$ cat src/rtl/lis_pkg.sv
// Shared definitions for the load-store unit: op codes, access-size decode
// and the sequencing FSM state encoding.
package lis_pkg;

  // Operation codes presented on lis_op_i.
  localparam logic [2:0] LIS_LB  = 3'd0;
  localparam logic [2:0] LIS_LH  = 3'd1;
  localparam logic [2:0] LIS_LW  = 3'd2;
  localparam logic [2:0] LIS_LBU = 3'd3;
  localparam logic [2:0] LIS_LHU = 3'd4;
  localparam logic [2:0] LIS_SB  = 3'd5;
  localparam logic [2:0] LIS_SH  = 3'd6;
  localparam logic [2:0] LIS_SW  = 3'd7;

  // Sequencer states.
  typedef enum logic [2:0] {
    ST_IDLE   = 3'd0,
    ST_ISSUE1 = 3'd1,
    ST_WAIT1  = 3'd2,
    ST_ISSUE2 = 3'd3,
    ST_WAIT2  = 3'd4,
    ST_DONE   = 3'd5
  } lis_state_e;

  // Number of bytes touched by an op; word ops touch the full data width.
  function automatic int unsigned lis_size(input logic [2:0] op, input int unsigned nb);
    int unsigned sz;
    case (op)
      LIS_LB, LIS_LBU, LIS_SB: sz = 32'd1;
      LIS_LH, LIS_LHU, LIS_SH: sz = 32'd2;
      default:                 sz = nb;
    endcase
    return sz;
  endfunction

  // True for the three store ops.
  function automatic logic lis_is_store(input logic [2:0] op);
    logic st;
    case (op)
      LIS_SB, LIS_SH, LIS_SW: st = 1'b1;
      default:                st = 1'b0;
    endcase
    return st;
  endfunction

endpackage

$ cat src/rtl/lis_lane_align.sv
// Combinational lane logic: byte enables for both beats, store-data rotation
// into the addressed lanes, and load-data assembly plus sign/zero extension.
module lis_lane_align
  import lis_pkg::*;
#(
  parameter  int DATA_WIDTH = 32,
  localparam int NB         = DATA_WIDTH / 8,
  localparam int OFF_W      = $clog2(NB)
) (
  input  logic [2:0]            op,
  input  logic [OFF_W-1:0]      off,
  input  logic [DATA_WIDTH-1:0] wdata,
  input  logic [DATA_WIDTH-1:0] beat1,
  input  logic [DATA_WIDTH-1:0] beat2,
  output logic [NB-1:0]         be1,
  output logic [NB-1:0]         be2,
  output logic                  split,
  output logic [DATA_WIDTH-1:0] wdata_rot,
  output logic [DATA_WIDTH-1:0] ld_data
);

  logic [NB-1:0]           size_mask_s;
  logic [2*NB-1:0]         be_full_s;
  logic [OFF_W+2:0]        shamt_s;
  logic [2*DATA_WIDTH-1:0] wr_dbl_s;
  logic [2*DATA_WIDTH-1:0] rd_dbl_s;
  logic [DATA_WIDTH-1:0]   merged_s;
  logic [DATA_WIDTH-1:0]   aligned_s;
  int unsigned             size_s;

  assign shamt_s = {off, 3'b000};

  // Build a size-wide enable mask and shift it to the offset; bits that spill
  // past the top lane become the second-beat enables.
  always_comb begin
    size_s      = lis_size(op, NB);
    size_mask_s = '0;
    for (int unsigned i = 0; i < NB; i++) begin
      size_mask_s[i] = (i < size_s);
    end
    be_full_s = {{NB{1'b0}}, size_mask_s} << off;
  end

  assign be1   = be_full_s[NB-1:0];
  assign be2   = be_full_s[2*NB-1:NB];
  assign split = |be2;

  // Rotate store data left by offset bytes; the doubled word makes it a plain shift.
  always_comb begin
    wr_dbl_s = {wdata, wdata} << shamt_s;
  end

  assign wdata_rot = wr_dbl_s[2*DATA_WIDTH-1:DATA_WIDTH];

  // Lanes at/above the offset come from beat 1, wrapped lanes from beat 2,
  // then rotate right by the offset so the addressed byte lands in byte 0.
  always_comb begin
    merged_s = '0;
    for (int unsigned l = 0; l < NB; l++) begin
      if (l >= 32'(off)) begin
        merged_s[8*l +: 8] = beat1[8*l +: 8];
      end else begin
        merged_s[8*l +: 8] = beat2[8*l +: 8];
      end
    end
    rd_dbl_s  = {merged_s, merged_s} >> shamt_s;
    aligned_s = rd_dbl_s[DATA_WIDTH-1:0];
  end

  // Extend the assembled load to the full data width according to the op.
  always_comb begin
    case (op)
      LIS_LB:  ld_data = {{(DATA_WIDTH-8){aligned_s[7]}}, aligned_s[7:0]};
      LIS_LH:  ld_data = {{(DATA_WIDTH-16){aligned_s[15]}}, aligned_s[15:0]};
      LIS_LBU: ld_data = {{(DATA_WIDTH-8){1'b0}}, aligned_s[7:0]};
      LIS_LHU: ld_data = {{(DATA_WIDTH-16){1'b0}}, aligned_s[15:0]};
      default: ld_data = aligned_s;
    endcase
  end

endmodule

$ cat src/rtl/lis_seq_unit.sv
// Sequential load-store unit: accepts one core request at a time, issues one
// or two word transactions to data memory and returns a one-cycle response.
module lis_seq_unit
  import lis_pkg::*;
#(
  parameter int LIS_OP_WIDTH     = 3,
  parameter int DATA_WIDTH       = 32,
  parameter int MEM_ADDR_WIDTH   = 10,
  parameter int SPLIT_MISALIGNED = 1
) (
  input  logic                      clk,
  input  logic                      rstn,
  input  logic                      req_valid_i,
  output logic                      req_ready_o,
  input  logic [LIS_OP_WIDTH-1:0]   lis_op_i,
  input  logic [DATA_WIDTH-1:0]     addr_i,
  input  logic [DATA_WIDTH-1:0]     wdata_i,
  output logic                      resp_valid_o,
  output logic [DATA_WIDTH-1:0]     rdata_o,
  output logic                      err_o,
  output logic                      mem_req_o,
  output logic                      mem_we_o,
  output logic [DATA_WIDTH/8-1:0]   mem_be_o,
  output logic [MEM_ADDR_WIDTH-1:0] mem_addr_o,
  output logic [DATA_WIDTH-1:0]     mem_wdata_o,
  input  logic                      mem_gnt_i,
  input  logic                      mem_rvalid_i,
  input  logic [DATA_WIDTH-1:0]     mem_rdata_i
);

  localparam int NB       = DATA_WIDTH / 8;
  localparam int OFF_W    = $clog2(NB);
  localparam bit SPLIT_EN = (SPLIT_MISALIGNED != 0);

  lis_state_e                state_r;
  lis_state_e                state_n_s;

  logic [LIS_OP_WIDTH-1:0]   op_r;
  logic [OFF_W-1:0]          off_r;
  logic [MEM_ADDR_WIDTH-1:0] waddr_r;
  logic [DATA_WIDTH-1:0]     wdata_r;
  logic [DATA_WIDTH-1:0]     beat1_r;
  logic [DATA_WIDTH-1:0]     beat2_r;

  logic                      accept_s;
  logic [2:0]                sel_op_s;
  logic [OFF_W-1:0]          sel_off_s;
  logic [MEM_ADDR_WIDTH-1:0] sel_waddr_s;
  logic [DATA_WIDTH-1:0]     sel_wdata_s;
  logic [DATA_WIDTH-1:0]     beat1_src_s;
  logic [DATA_WIDTH-1:0]     beat2_src_s;
  logic                      is_store_s;
  logic                      reject_s;

  logic [NB-1:0]             be1_s;
  logic [NB-1:0]             be2_s;
  logic                      split_s;
  logic [DATA_WIDTH-1:0]     wdata_rot_s;
  logic [DATA_WIDTH-1:0]     ld_data_s;

  logic                      mem_req_n_s;
  logic                      mem_we_n_s;
  logic [NB-1:0]             mem_be_n_s;
  logic [MEM_ADDR_WIDTH-1:0] mem_addr_n_s;
  logic [DATA_WIDTH-1:0]     mem_wdata_n_s;
  logic                      resp_valid_n_s;
  logic [DATA_WIDTH-1:0]     rdata_n_s;
  logic                      err_n_s;

  logic                      unused_addr_s;

  // Byte-address bits above the memory word address are not decoded.
  assign unused_addr_s = ^addr_i[DATA_WIDTH-1:OFF_W+MEM_ADDR_WIDTH];

  assign req_ready_o = rstn && (state_r == ST_IDLE);
  assign accept_s    = req_valid_i && req_ready_o;

  // In the accept cycle the lane logic looks at the live request so the first
  // beat can be registered onto the bus at the same edge; afterwards it uses
  // the latched copy.
  assign sel_op_s    = accept_s ? lis_op_i[2:0] : op_r[2:0];
  assign sel_off_s   = accept_s ? addr_i[OFF_W-1:0] : off_r;
  assign sel_waddr_s = accept_s ? addr_i[OFF_W+MEM_ADDR_WIDTH-1:OFF_W] : waddr_r;
  assign sel_wdata_s = accept_s ? wdata_i : wdata_r;

  // Read data is consumed in the same cycle rvalid arrives, so the beat
  // currently being waited on bypasses its capture register.
  assign beat1_src_s = (state_r == ST_WAIT1) ? mem_rdata_i : beat1_r;
  assign beat2_src_s = (state_r == ST_WAIT2) ? mem_rdata_i : beat2_r;

  assign is_store_s = lis_is_store(sel_op_s);
  assign reject_s   = accept_s && split_s && !SPLIT_EN;

  lis_lane_align #(
    .DATA_WIDTH (DATA_WIDTH)
  ) u_lane_align (
    .op        (sel_op_s),
    .off       (sel_off_s),
    .wdata     (sel_wdata_s),
    .beat1     (beat1_src_s),
    .beat2     (beat2_src_s),
    .be1       (be1_s),
    .be2       (be2_s),
    .split     (split_s),
    .wdata_rot (wdata_rot_s),
    .ld_data   (ld_data_s)
  );

  // State register.
  always_ff @(posedge clk) begin
    if (!rstn) begin
      state_r <= ST_IDLE;
    end else begin
      state_r <= state_n_s;
    end
  end

  // Next-state decode for the issue/wait sequence.
  always_comb begin
    state_n_s = state_r;
    case (state_r)
      ST_IDLE: begin
        if (accept_s) begin
          if (reject_s) begin
            state_n_s = ST_DONE;
          end else begin
            state_n_s = ST_ISSUE1;
          end
        end else begin
          state_n_s = ST_IDLE;
        end
      end
      ST_ISSUE1: begin
        if (mem_gnt_i) begin
          if (is_store_s) begin
            state_n_s = split_s ? ST_ISSUE2 : ST_DONE;
          end else begin
            state_n_s = ST_WAIT1;
          end
        end else begin
          state_n_s = ST_ISSUE1;
        end
      end
      ST_WAIT1: begin
        if (mem_rvalid_i) begin
          state_n_s = split_s ? ST_ISSUE2 : ST_DONE;
        end else begin
          state_n_s = ST_WAIT1;
        end
      end
      ST_ISSUE2: begin
        if (mem_gnt_i) begin
          state_n_s = is_store_s ? ST_DONE : ST_WAIT2;
        end else begin
          state_n_s = ST_ISSUE2;
        end
      end
      ST_WAIT2: begin
        if (mem_rvalid_i) begin
          state_n_s = ST_DONE;
        end else begin
          state_n_s = ST_WAIT2;
        end
      end
      ST_DONE: state_n_s = ST_IDLE;
      default: state_n_s = ST_IDLE;
    endcase
  end

  // Output decode from the next state so every bus/response output is a flop;
  // the result and error flag hold their last value between responses.
  always_comb begin
    mem_req_n_s    = 1'b0;
    mem_we_n_s     = 1'b0;
    mem_be_n_s     = '0;
    mem_addr_n_s   = '0;
    mem_wdata_n_s  = '0;
    resp_valid_n_s = 1'b0;
    rdata_n_s      = rdata_o;
    err_n_s        = err_o;
    case (state_n_s)
      ST_ISSUE1: begin
        mem_req_n_s   = 1'b1;
        mem_we_n_s    = is_store_s;
        mem_be_n_s    = be1_s;
        mem_addr_n_s  = sel_waddr_s;
        mem_wdata_n_s = wdata_rot_s;
      end
      ST_ISSUE2: begin
        mem_req_n_s   = 1'b1;
        mem_we_n_s    = is_store_s;
        mem_be_n_s    = be2_s;
        mem_addr_n_s  = sel_waddr_s + MEM_ADDR_WIDTH'(1);
        mem_wdata_n_s = wdata_rot_s;
      end
      ST_DONE: begin
        resp_valid_n_s = 1'b1;
        err_n_s        = reject_s;
        if (reject_s || is_store_s) begin
          rdata_n_s = '0;
        end else begin
          rdata_n_s = ld_data_s;
        end
      end
      default: begin
        mem_req_n_s = 1'b0;
      end
    endcase
  end

  // Registered bus and response outputs.
  always_ff @(posedge clk) begin
    if (!rstn) begin
      mem_req_o    <= 1'b0;
      mem_we_o     <= 1'b0;
      mem_be_o     <= '0;
      mem_addr_o   <= '0;
      mem_wdata_o  <= '0;
      resp_valid_o <= 1'b0;
      rdata_o      <= '0;
      err_o        <= 1'b0;
    end else begin
      mem_req_o    <= mem_req_n_s;
      mem_we_o     <= mem_we_n_s;
      mem_be_o     <= mem_be_n_s;
      mem_addr_o   <= mem_addr_n_s;
      mem_wdata_o  <= mem_wdata_n_s;
      resp_valid_o <= resp_valid_n_s;
      rdata_o      <= rdata_n_s;
      err_o        <= err_n_s;
    end
  end

  // Latch the request at acceptance and capture each read beat on rvalid.
  always_ff @(posedge clk) begin
    if (!rstn) begin
      op_r    <= '0;
      off_r   <= '0;
      waddr_r <= '0;
      wdata_r <= '0;
      beat1_r <= '0;
      beat2_r <= '0;
    end else begin
      if (accept_s) begin
        op_r    <= lis_op_i;
        off_r   <= addr_i[OFF_W-1:0];
        waddr_r <= addr_i[OFF_W+MEM_ADDR_WIDTH-1:OFF_W];
        wdata_r <= wdata_i;
      end
      if ((state_r == ST_WAIT1) && mem_rvalid_i) begin
        beat1_r <= mem_rdata_i;
      end
      if ((state_r == ST_WAIT2) && mem_rvalid_i) begin
        beat2_r <= mem_rdata_i;
      end
    end
  end

endmodule

$ cat config.mk
export PLATFORM = sky130hd
export DESIGN_NAME = lis_seq_unit
export DESIGN_NICKNAME = d
export VERILOG_FILES = /design/src/rtl/lis_pkg.sv /design/src/rtl/lis_lane_align.sv /design/src/rtl/lis_seq_unit.sv
export SDC_FILE = /design/constraint.sdc
export NUM_CORES = 1
export LEC_CHECK = 0
export CORE_MARGIN = 10
export CORE_UTILIZATION = 30
export CTS_BUF_LIST = sky130_fd_sc_hd__clkbuf_8
export DETAILED_ROUTE_END_ITERATION = 6
export PLACE_DENSITY = 0.56
export RECOVER_POWER = 50
export SETUP_SLACK_MARGIN = 0.15
export SYNTH_ARGS = -nofsm -noshare
export SYNTH_HDL_FRONTEND = slang
export SYNTH_HIERARCHICAL = 1
export SYNTH_SLANG_ARGS = --single-unit
$ cat constraint.sdc
create_clock -name clk -period 6.67 [get_ports clk]
set_clock_uncertainty 0.1 [all_clocks]
set_input_delay 1.6675 -clock clk [delete_from_list [all_inputs] [get_ports clk]]
set_output_delay 1.6675 -clock clk [all_outputs]
set_load 0.02 [all_outputs]
==> flow_results.org <==
** Run
- The tool flagged a number of max-cap violations equal to 2.

** STA
- Number of pins with negative max-slew slack in the final report :: 98
- Based on the critical path, the design can be clocked at up to 0.1664 GHz.
- For the pin with the worst max-slew slack, the measured transition is 2.030 ns.
- The worst path needs 6.009 ns of the cycle, external delays included.
- Worst hold slack after final layout :: about 0.36 ns
- The number of endpoints with negative hold slack in the final report came to 0.
- Setup TNS :: 0 ns
- Headroom to the max-slew limit came out at -35.49%.
- RSZ-0062 raised after global routing :: no
- Setup violations remaining at the end of the flow were counted as 0.
- Post-route fraction of the period consumed by the critical path :: 90.09%

** Synth
- Syn_nets :: between 1000 and 1500
- For this run, the number of Yosys warnings is 6.
- Syn Std Cell Area :: 0.009490 sq mm
- Syn Area/Cell :: 9.577 sq um
- After technology mapping, the gate count stands at 991.

** Finish
- Once layout is complete, the cells apart from fillers number around 1500.
- The post-route netlist has 17.45% of its cells at a drive strength greater than 1.
- For this run, the post-layout net count is 1219.
- From synthesis to final layout, the design area changed by 24.85%.
- Total inserted antenna cells :: 0
- FILL cells :: 3146

** Detailed routing
- The first TritonRoute pass finished after 5 iterations.
- Wl on met1 :: 12140 microns
- The count of nets left with antenna violations once routing finished came out at 0.
- For this run, design rule violations remaining after detail routing come to 0.
- Dividing the detail-routed wire length by the instance count gives 18.64 microns.
- Via-per-instance ratio :: 5.103
- Total length of routed met2 wires :: 14180 microns
- Met3 wirelength from detailed routing :: 1730 microns
- The final layout contains routed wiring with a total length of roughly 28000 microns.
- Summing over every cut layer, the via total after detailed routing is between 7000 and 8000.
- Uppermost signal routing layer after detailed routing :: met4
- Initial drt markers :: 494

** Floorplan
- The die is 197.9 microns tall.
- The die covers 0.03915 sq mm.
- I/O pin cnt :: 187
- Area of the core :: approximately 0.031 sq mm
- Once the floorplan was initialized, standard cells occupied 30.23% of the core.
- Floorplan row count :: 65
- Horizontal extent of the die :: 197.9 microns

** Place
- Placed cell count :: 1494
- Count of buffers inserted at the top-level ports :: 165
- Summed over all nets, the half-perimeter wirelength after detailed placement is 20330 microns.
- RD Place Congestion :: roughly 0.82

** Pwr
- Share of power burned in registers :: 48.3%
- Peak supply drop :: 120.4 uV
- In this run the power spent charging and discharging nets is 0.6735 mW.
- The share of total power dissipated in combinational logic is 18.7%.
- Pleak :: 4.541 nW
- In this run the power density over the cells is 202.7 mW/mm^2.
- The design draws 2.402 mW.
- Net switching is 28.04% of the power.
- Internal power summed over all cells :: 1.729 mW
- The clock network is responsible for roughly 33% of the overall power.

** Clock tree
- Clock latency of the later-clocked register in the worst-skew pair :: between 0.4 and 0.5 ns
- TritonCTS clock tree :: built
- Clock H-tree levels :: 4
- Clock root buffer :: clkbuf_8
- In this run, CTS created clock tree buffers numbering 17.
- Number of clock sinks seen by CTS :: 187
- CTS clk-pin slew, worst paths :: about 0.090 ns
- Number of gates resized after cts :: 0
- Longest Clk Path Bufs :: 2
- In this run, post-CTS hold repair placed 0 buffers.
- Number of post-CTS setup repair buffers :: 0

** Setup path
- CP max stage delay :: ~0.66 ns
- Measured in cells, the most critical reg-to-reg path has a length of 18.
- STA classifies the critical path endpoint as a flip-flop.
- The signal on the critical path passes through dlygate4sd3_1 > or4b_1 > clkinv_1 > nand2_1 > nand2_1 > nand2_1 > buf_4 > and2b_1 > or2_1 > o21a_1 > ha_1 > and3_1 > o21ba_1 > o211ai_1 > o311ai_0 > a21boi_1 > buf_4 > nand4_1 > o22ai_1.
- Dominant cell type by count on the critical path :: nand2_1
- The number of buffers and inverters on the critical path is 4.
- On the critical path the largest part of the delay comes from simple AND/OR/NAND/NOR gates.
- Cell depth of the worst setup path :: 19
- The critical path is of the input port to flip-flop type.
- Worst Setup Start Kind :: input port
- Of all nets on the critical path, the largest fanout is 12.
- Critical-path top delay cell :: or4b_1
- Required time of the critical path :: approximately 7.0 ns
- Data arrival, critical path :: roughly 6.3 ns

** Global route
- GRT Overall Usage :: 14.34%
- The number of global-route vias before repair is about 7400.
- The first global-routing pass estimated between 40000 and 50000 microns of wire.
- GR Overflow Total :: 0
- Largest net degree at the start of global routing :: between 50 and 60
- The number of antenna violations at the first check in global routing is 0.

** Hold path
- Class of the tightest hold or removal check :: flip-flop to flip-flop
- Cell depth of the worst hold path :: 2

** Run status
- The run finished, with violations left.
- Failing checks :: max-capacitance violations, max-slew violations
==> cell usage in the layout (no fill, tap or decap), types with 5 or more instances in the layout <==
master	instances
dfxtp_1	187
xnor2_1	5
a21oi_1	96
buf_4	20
and2_1	36
xor2_1	5
nand3_1	5
mux2i_1	21
o22ai_1	14
nor2_1	18
o22ai_2	10
mux2_2	65
inv_1	19
o21ai_0	17
dlygate4sd3_1	75
nand2_1	243
mux4_2	58
o21a_1	5
clkbuf_8	18
clkdlybuf4s50_1	90
a32o_1	36
==> worst reg2reg max path, delay by kind of cell (launching register included) <==
kind	cells	cell delay, ns
compound gates	6	1.49
fa+ha+maj	1	0.20
buf+inv	3	0.46
flops	1	0.43
simple gates	8	2.03
==> worst paths after layout <==
| check | startpoint | endpoint | slack [ns] |
|---|---|---|---|
| hold / removal | beat2_r[4] | beat2_r[4] | 0.36 |
| hold reg to reg | beat2_r[4] | beat2_r[4] | 0.36 |
| setup reg to reg | state_r[1] | mem_addr_o[5] | 1.86 |
| setup / recovery | rstn | mem_addr_o[5] | 0.66 |
==> power by group through the flow <==
stage	registers [mW]	logic [mW]	clock network [mW]
finish	1.16	0.449	0.792
global route	1.16	0.491	0.860
CTS	1.16	0.458	0.823
detailed placement	1.19	0.456	0
global placement	1.19	0.451	0
floorplan	1.20	0.294	0
==> registers in the layout (all words and copies together) (netlist names) <==
| signal | cells |
|---|---|
| off_r | 2 |
| state_r | 3 |
| rdata_o | 32 |
| mem_we_o | 1 |
| mem_be_o | 4 |
| mem_req_o | 1 |
| mem_addr_o | 10 |
| mem_wdata_o | 32 |
| beat2_r | 24 |
| wdata_r | 32 |
| waddr_r | 10 |
| op_r | 3 |
| resp_valid_o | 1 |
| beat1_r | 32 |
==> stage by stage <==
step	utilization [%]	instance area, sq um	setup WS [ns]
2_1_floorplan	-	9490	0.8423
3_3_place_gp	36.50	11460	0.4762
3_5_place_dp	36.50	11460	0.4414
4_1_cts	37.78	11860	0.9430
5_1_grt	37.74	11850	0.3304
6_report	37.74	11850	0.6608
==> routing by layer <==
layer  global-route usage (%)  vias to the layer above
li1                         -                     3774
met1                    17.39                     3787
met2                    24.86                      201
met3                    3.548                       20
met4                    3.531                        0
met5                        0                        -
==> final cells by class <==
type | count | area [sq um] | area share [%]
sequential | 187 | 3744 | 31.59
clock inverter | 13 | 152.6 | 1.288
inverter | 20 | 75.07 | 0.6336
clock buffer | 18 | 247.7 | 2.091
tap | 402 | 503.0 | 4.245
multi-input combinational | 699 | 5321 | 44.91
timing repair buffer | 186 | 1805 | 15.24
(Power assumes the default switching activity.)
